[src/rtl/bcd_count_ctrl.sv]
// ============================================================================
//  Module      : bcd_count_ctrl
//  Description : Two-digit BCD counter with run/stop control, prescaler,
//                clear, validated load and wrap carry/borrow pulse.
//                Optional macro BCD_COUNT_DOWN_EN enables down counting (dir).
//  Revision    : 1.0 - initial release
// ============================================================================
`default_nettype none

module bcd_count_ctrl #(
    parameter int DIV    = 50000000,
    parameter int MODULO = 60
) (
    input  logic       clk,
    input  logic       rst_n,
    input  logic       start,
    input  logic       stop,
    input  logic       clear,
    input  logic       dir,
    input  logic       load,
    input  logic [3:0] load_tens,
    input  logic [3:0] load_ones,
    output logic [3:0] ones,
    output logic [3:0] tens,
    output logic       carry,
    output logic       load_err,
    output logic       running
);

    localparam int             PW           = (DIV > 1) ? $clog2(DIV) : 1;
    localparam logic [PW-1:0]  c_PRESC_LAST = PW'(DIV - 1);
    localparam logic [3:0]     c_MAX_TENS   = 4'((MODULO - 1) / 10);
    localparam logic [3:0]     c_MAX_ONES   = 4'((MODULO - 1) % 10);
    localparam logic [7:0]     c_MODULO     = 8'(MODULO);

    typedef enum logic [0:0] {
        ST_STOP = 1'b0,
        ST_RUN  = 1'b1
    } state_t;

    state_t         state_q, state_d;
    logic [PW-1:0]  presc_q, presc_d;
    logic [3:0]     ones_q, ones_d;
    logic [3:0]     tens_q, tens_d;
    logic           carry_q, carry_d;
    logic           load_err_q, load_err_d;
    logic           running_q;

    logic           w_tick;
    logic [7:0]     w_load_val;
    logic           w_load_ok;
    logic [3:0]     w_up_ones, w_up_tens;
    logic           w_up_wrap;

    assign w_tick     = (state_q == ST_RUN) && (presc_q == c_PRESC_LAST);
    assign w_load_val = ({4'd0, load_tens} * 8'd10) + {4'd0, load_ones};
    assign w_load_ok  = (load_ones <= 4'd9) && (load_tens <= 4'd9) && (w_load_val < c_MODULO);

    always_comb begin
        w_up_ones = ones_q + 4'd1;
        w_up_tens = tens_q;
        w_up_wrap = 1'b0;
        if ((tens_q == c_MAX_TENS) && (ones_q == c_MAX_ONES)) begin
            w_up_ones = 4'd0;
            w_up_tens = 4'd0;
            w_up_wrap = 1'b1;
        end else if (ones_q == 4'd9) begin
            w_up_ones = 4'd0;
            w_up_tens = tens_q + 4'd1;
        end
    end

`ifdef BCD_COUNT_DOWN_EN
    logic [3:0] w_dn_ones, w_dn_tens;
    logic       w_dn_wrap;

    always_comb begin
        w_dn_ones = ones_q - 4'd1;
        w_dn_tens = tens_q;
        w_dn_wrap = 1'b0;
        if ((tens_q == 4'd0) && (ones_q == 4'd0)) begin
            w_dn_ones = c_MAX_ONES;
            w_dn_tens = c_MAX_TENS;
            w_dn_wrap = 1'b1;
        end else if (ones_q == 4'd0) begin
            w_dn_ones = 4'd9;
            w_dn_tens = tens_q - 4'd1;
        end
    end
`else
    // Up-only build: dir stays on the port list but drives nothing.
    logic w_unused_dir;
    assign w_unused_dir = dir;
`endif

    always_comb begin
        state_d    = state_q;
        presc_d    = presc_q;
        ones_d     = ones_q;
        tens_d     = tens_q;
        carry_d    = 1'b0;
        load_err_d = 1'b0;

        case (state_q)
            ST_STOP: if (start && !stop) state_d = ST_RUN;
            ST_RUN:  if (stop)           state_d = ST_STOP;
            default:                     state_d = ST_STOP;
        endcase

        if (state_q == ST_RUN) begin
            presc_d = w_tick ? '0 : presc_q + PW'(1);
        end else if (state_d == ST_RUN) begin
            presc_d = '0;
        end

        // clear beats load beats tick; a rejected load still eats the tick.
        if (clear) begin
            ones_d  = 4'd0;
            tens_d  = 4'd0;
            presc_d = '0;
        end else if (load) begin
            if (w_load_ok) begin
                ones_d  = load_ones;
                tens_d  = load_tens;
                presc_d = '0;
            end else begin
                load_err_d = 1'b1;
            end
        end else if (w_tick) begin
`ifdef BCD_COUNT_DOWN_EN
            if (dir) begin
                ones_d  = w_dn_ones;
                tens_d  = w_dn_tens;
                carry_d = w_dn_wrap;
            end else
`endif
            begin
                ones_d  = w_up_ones;
                tens_d  = w_up_tens;
                carry_d = w_up_wrap;
            end
        end
    end

    always_ff @(posedge clk or negedge rst_n) begin
        if (!rst_n) begin
            state_q    <= ST_STOP;
            presc_q    <= '0;
            ones_q     <= 4'd0;
            tens_q     <= 4'd0;
            carry_q    <= 1'b0;
            load_err_q <= 1'b0;
            running_q  <= 1'b0;
        end else begin
            state_q    <= state_d;
            presc_q    <= presc_d;
            ones_q     <= ones_d;
            tens_q     <= tens_d;
            carry_q    <= carry_d;
            load_err_q <= load_err_d;
            running_q  <= (state_d == ST_RUN);
        end
    end

    assign ones     = ones_q;
    assign tens     = tens_q;
    assign carry    = carry_q;
    assign load_err = load_err_q;
    assign running  = running_q;

endmodule

`default_nettype wire

[config.mk]
export PLATFORM = sky130hd
export DESIGN_NAME = bcd_count_ctrl
export DESIGN_NICKNAME = d
export VERILOG_FILES = /design/src/rtl/bcd_count_ctrl.sv
export SDC_FILE = /design/constraint.sdc
export NUM_CORES = 1
export LEC_CHECK = 0
export ABC_AREA = 0
export CAP_MARGIN = 20
export CORE_ASPECT_RATIO = 0.7
export CORE_MARGIN = 4
export CORE_UTILIZATION = 55
export CTS_CLUSTER_DIAMETER = 30
export DETAILED_ROUTE_END_ITERATION = 12
export PLACE_DENSITY = 0.76
export RECOVER_POWER = 50
export SLEW_MARGIN = 0
export SYNTH_ARGS = -nofsm -noshare
export SYNTH_HDL_FRONTEND = slang
export SYNTH_SLANG_ARGS = --single-unit
[constraint.sdc]
create_clock -name clk -period 3.1 [get_ports clk]
set_input_delay 0.62 -clock clk [delete_from_list [all_inputs] [get_ports clk]]
set_output_delay 0.62 -clock clk [all_outputs]
set_load 0.1 [all_outputs]
==> run summary, run 1 <==
RUN STATUS
---------------------------------------------------------------------------------
Status                                                               finished, violations left
Violations in the final reports                                      max-capacitance violations, max-slew violations

GLOBAL ROUTING
---------------------------------------------------------------------------------
Global-route layer with the greatest usage                                   met2
Global-route met3 utilization                                               5.26%
Fraction of met1 tracks used by global routing                              34.2%
First-pass GRT wire length                                              11,000 um
Pin count of the biggest net entering global routing                           38
Initial antenna violation count                                                 0
Vias in the first global route                                              2,309
Met2 Usage GRT                                                              35.3%
Total gr overflow                                                               0
Total global routing track utilization                                      23.0%

LAYOUT
---------------------------------------------------------------------------------
Most frequent cells in the layout                                    37 x dfrtp_1, 31 x buf_4, 30 x nand2_1
Layout cell share with drive strength beyond 1                              19.3%
Commonest non-fill, non-tap cell in the layout                            dfrtp_1
Count of nets after finishing                                                 364
Area growth from synthesis to layout                                        20.4%
Count of non-filler cells in the finished layout                              391
Filler Cell Count                                                             350
Core utilization of the finished layout                                     69.9%
N_diodes                                                                        0

WORST SETUP PATH
---------------------------------------------------------------------------------
CP top delay family                                                  compound AO/OA/AOI/OAI gates
Worst Setup Path Type                                                   in -> reg
Slowest stage cell on the critical path                                 a2111oi_4
Crit path max fanout                                                            7
Worst reg-to-reg path cell count                                                6
Endpoint of the lowest-slack register-to-register path                    ones[0]
Kind of end point of the critical path                                  flip-flop
Worst R2R Start                                                       presc_q[16]
Worst path bufs/invs                                                            4
Longest individual stage delay on the worst path                          0.35 ns
Most common cell type on the critical path                                  buf_4
Req. time, crit path                                                      3.27 ns
Cell chain of the critical path                                      clkdlybuf4s15_1 > ha_2 > ha_4 > nand4_1 > a21o_1 > a2111oi_4 > buf_4 > a2111oi_4 > buf_4 > or2_4 > buf_4 > a22o_1
Worst reg-to-reg setup slack                                              0.30 ns
Type of origin of the critical path                                    input port
Arrival @ worst endpoint                                                  3.20 ns

TIMING
---------------------------------------------------------------------------------
Worst slew margin relative to its limit                                    -31.8%
Crit path time final                                                      3.03 ns
Highest achievable clock rate                                             330 MHz
Accumulated negative setup slack                                             0 ns
Number of setup violations in the final report                                  0
Number of hold violations in the final report                                   0
Fin Clk Skew                                                           0.00522 ns
Final clock period utilization by the worst path                            97.6%
Final-report max-slew violation count                                          38
Pin slew with the least headroom to its limit                             1.98 ns
Unrepaired setup endpoints after global routing                                no

FLOORPLAN
---------------------------------------------------------------------------------
Boundary Pins                                                                  26
Overall die area                                                     0.00585 sq mm
Die span in y                                                             65.2 um
Cell row count                                                                 20
Core Box Area                                                        0.00443 sq mm
Floorplan die width                                                       89.7 um
Effective utilization at floorplan                                          58.0%

WORST HOLD PATH
---------------------------------------------------------------------------------
Hold_sp                                                               presc_q[15]
Path type of the worst min-delay path                                  reg -> reg
Endpoint, Worst Hold                                                  presc_q[15]
Worst hold path depth                                                           1

YOSYS
---------------------------------------------------------------------------------
Main flop type after synthesis                                            dfrtp_1
Number of enable flip-flop cells after synthesis                                0
Share of flip-flops with an asynchronous set or reset                        100%
Yosys reg bits                                                                 37
Yosys cell types                                                               60
Nets in the synthesized netlist                                               321
Warnings, synthesis                                                             0
Sequential share of the synthesized area                                    36.0%
Synth Cell Area                                                      0.00257 sq mm
Instance count of the mapped netlist                                          293
Syn Area/Cell                                                          8.77 sq um

JOB
---------------------------------------------------------------------------------
Maximum Capacitance Violations                                                  1

CLOCKING
---------------------------------------------------------------------------------
Inserted Clock Buffers                                                          5
Clock tree from TritonCTS                                                   built
Buffers from clock root to sink, at most                                        2
H-Tree Level Count                                                              2
Insertion delay of the later-clocked pin in the worst-skew pair           0.28 ns
Root buffer cell                                                         clkbuf_8
# clock sinks                                                                  37
Register clock-pin slew on the reported worst setup and hold paths        0.07 ns

POWER
---------------------------------------------------------------------------------
Static Leakage                                                            1.27 nW
Maximum VDD drop                                                       0.000325 V
Total power                                                               1.27 mW
Ratio of total power to cell area                                     411 mW/mm^2

PLACE
---------------------------------------------------------------------------------
Dpl hpwl                                                                  4780 um
Last weighted congestion value of the routability-driven placer             0.893
# placed instances                                                            382
Number of buffers added on ports                                               24

ROUTING
---------------------------------------------------------------------------------
Average wire per standard cell                                            16.3 um
Routed wire length                                                        6390 um
Average vias per placed instance                                             6.14
Via total after detailed routing                                            2,399
Drt drc                                                                         0
Violation count after the first detailed-route iteration                      149
Number of nets with antenna violations after detailed routing                   0
Detailed-router iteration count before antenna repair                           4

## through the flow
| step | setup WS (ns) | hold WS, ns | cell area (sq um) |
|---|---|---|---|
| 4_1_cts | -0.0166 | 0.466 | 3090 |
| 5_1_grt | 0.00285 | 0.528 | 3090 |
| 3_5_place_dp | -0.588 | 0.488 | 2960 |
| 6_report | 0.0732 | 0.501 | 3090 |
| 3_3_place_gp | -0.548 | 0.468 | 2960 |
| 2_1_floorplan | 0.0340 | 0.324 | 2630 |
## repair_timing
action / 4_1_cts / 5_1_grt
hold buffers: 0 / 0
hold endpoints to repair: 0 / 0
setup buffers: 2 / 0
endpoints found under the setup margin: 33 / 20
pin swaps: 9 / 6
gates resized for setup: 18 / 5
## cells in the mapped netlist, types with 5 or more instances
cell       n  area (sq um)
o21ai_0   26           130
nor4_1     6          37.5
a311oi_1  10          87.6
a21oi_1   24           120
nor2_1    28           105
nor3_1    13          65.1
inv_1     12          45.0
buf_2      5          25.0
dfrtp_1   37           926
ha_1      11           138
nand3_1    8          40.0
a31oi_1    7          43.8
nand2_1   30           113
## routing by layer
metal  wire length [um]  share of wire (%)
met1               3300                 52
met5                  0                  0
met4                 17               0.27
met2               2690                 42
met3                381                6.0
## flip-flops by register name (all words and copies together) (netlist names)
| signal | count |
|---|---|
| carry | 1 |
| load_err | 1 |
| ones | 4 |
| presc_q | 26 |
| running | 1 |
| tens | 4 |
## cell families after synthesis
family | share of synthesized area [%]
flops | 36.0
fa+ha+maj | 6.91
compound gates | 25.1
buf+inv | 6.13
mux | 1.27
xor+xnor | 1.36
simple gates | 23.2
## layout make-up
cell class	count	area [sq um]	area share, %
multi-input combinational	231	1590	51.2
sequential	37	926	29.9
timing repair buffer	49	383	12.4
clock buffer	7	86.3	2.79
tap	55	68.8	2.22
inverter	12	45.0	1.46
## worst max path at each step
stage	from	endpoint	cells past startpoint
CTS	load_tens[3]	ones[0]	11
finish	load_tens[2]	ones[3]	12
detailed placement	load_tens[1]	ones[0]	11
global route	load_tens[2]	ones[0]	11
floorplan	load_tens[1]	ones[0]	9
global placement	load_tens[1]	ones[0]	11
## power by group
part | total [mW] | internal (mW) | switching [mW]
sequential | 0.527 | 0.501 | 0.0264
clock | 0.337 | 0.176 | 0.161
combinational | 0.409 | 0.135 | 0.274
total | 1.27 | 0.812 | 0.461
Power figures use the tool's default switching activity.
==> inputs of run 2 (changes only) <==
--- a/config.mk
+++ b/config.mk
@@ -6,7 +6,6 @@
 export NUM_CORES = 1
 export LEC_CHECK = 0
 export ABC_AREA = 0
-export CAP_MARGIN = 20
 export CORE_ASPECT_RATIO = 0.7
 export CORE_MARGIN = 4
 export CORE_UTILIZATION = 55
==> results of run 2 <==
Same layout as run 1: the final DEF is identical, and so are final timing and power.
==> inputs of run 3 (changes only) <==
--- a/config.mk
+++ b/config.mk
@@ -11,6 +11,7 @@
 export CORE_UTILIZATION = 55
 export CTS_CLUSTER_DIAMETER = 30
 export DETAILED_ROUTE_END_ITERATION = 12
+export GPL_ROUTABILITY_DRIVEN = 0
 export PLACE_DENSITY = 0.76
 export RECOVER_POWER = 50
 export SLEW_MARGIN = 0
==> results of run 3 <==
Same layout as run 1: the final DEF is identical, and so are final timing and power.
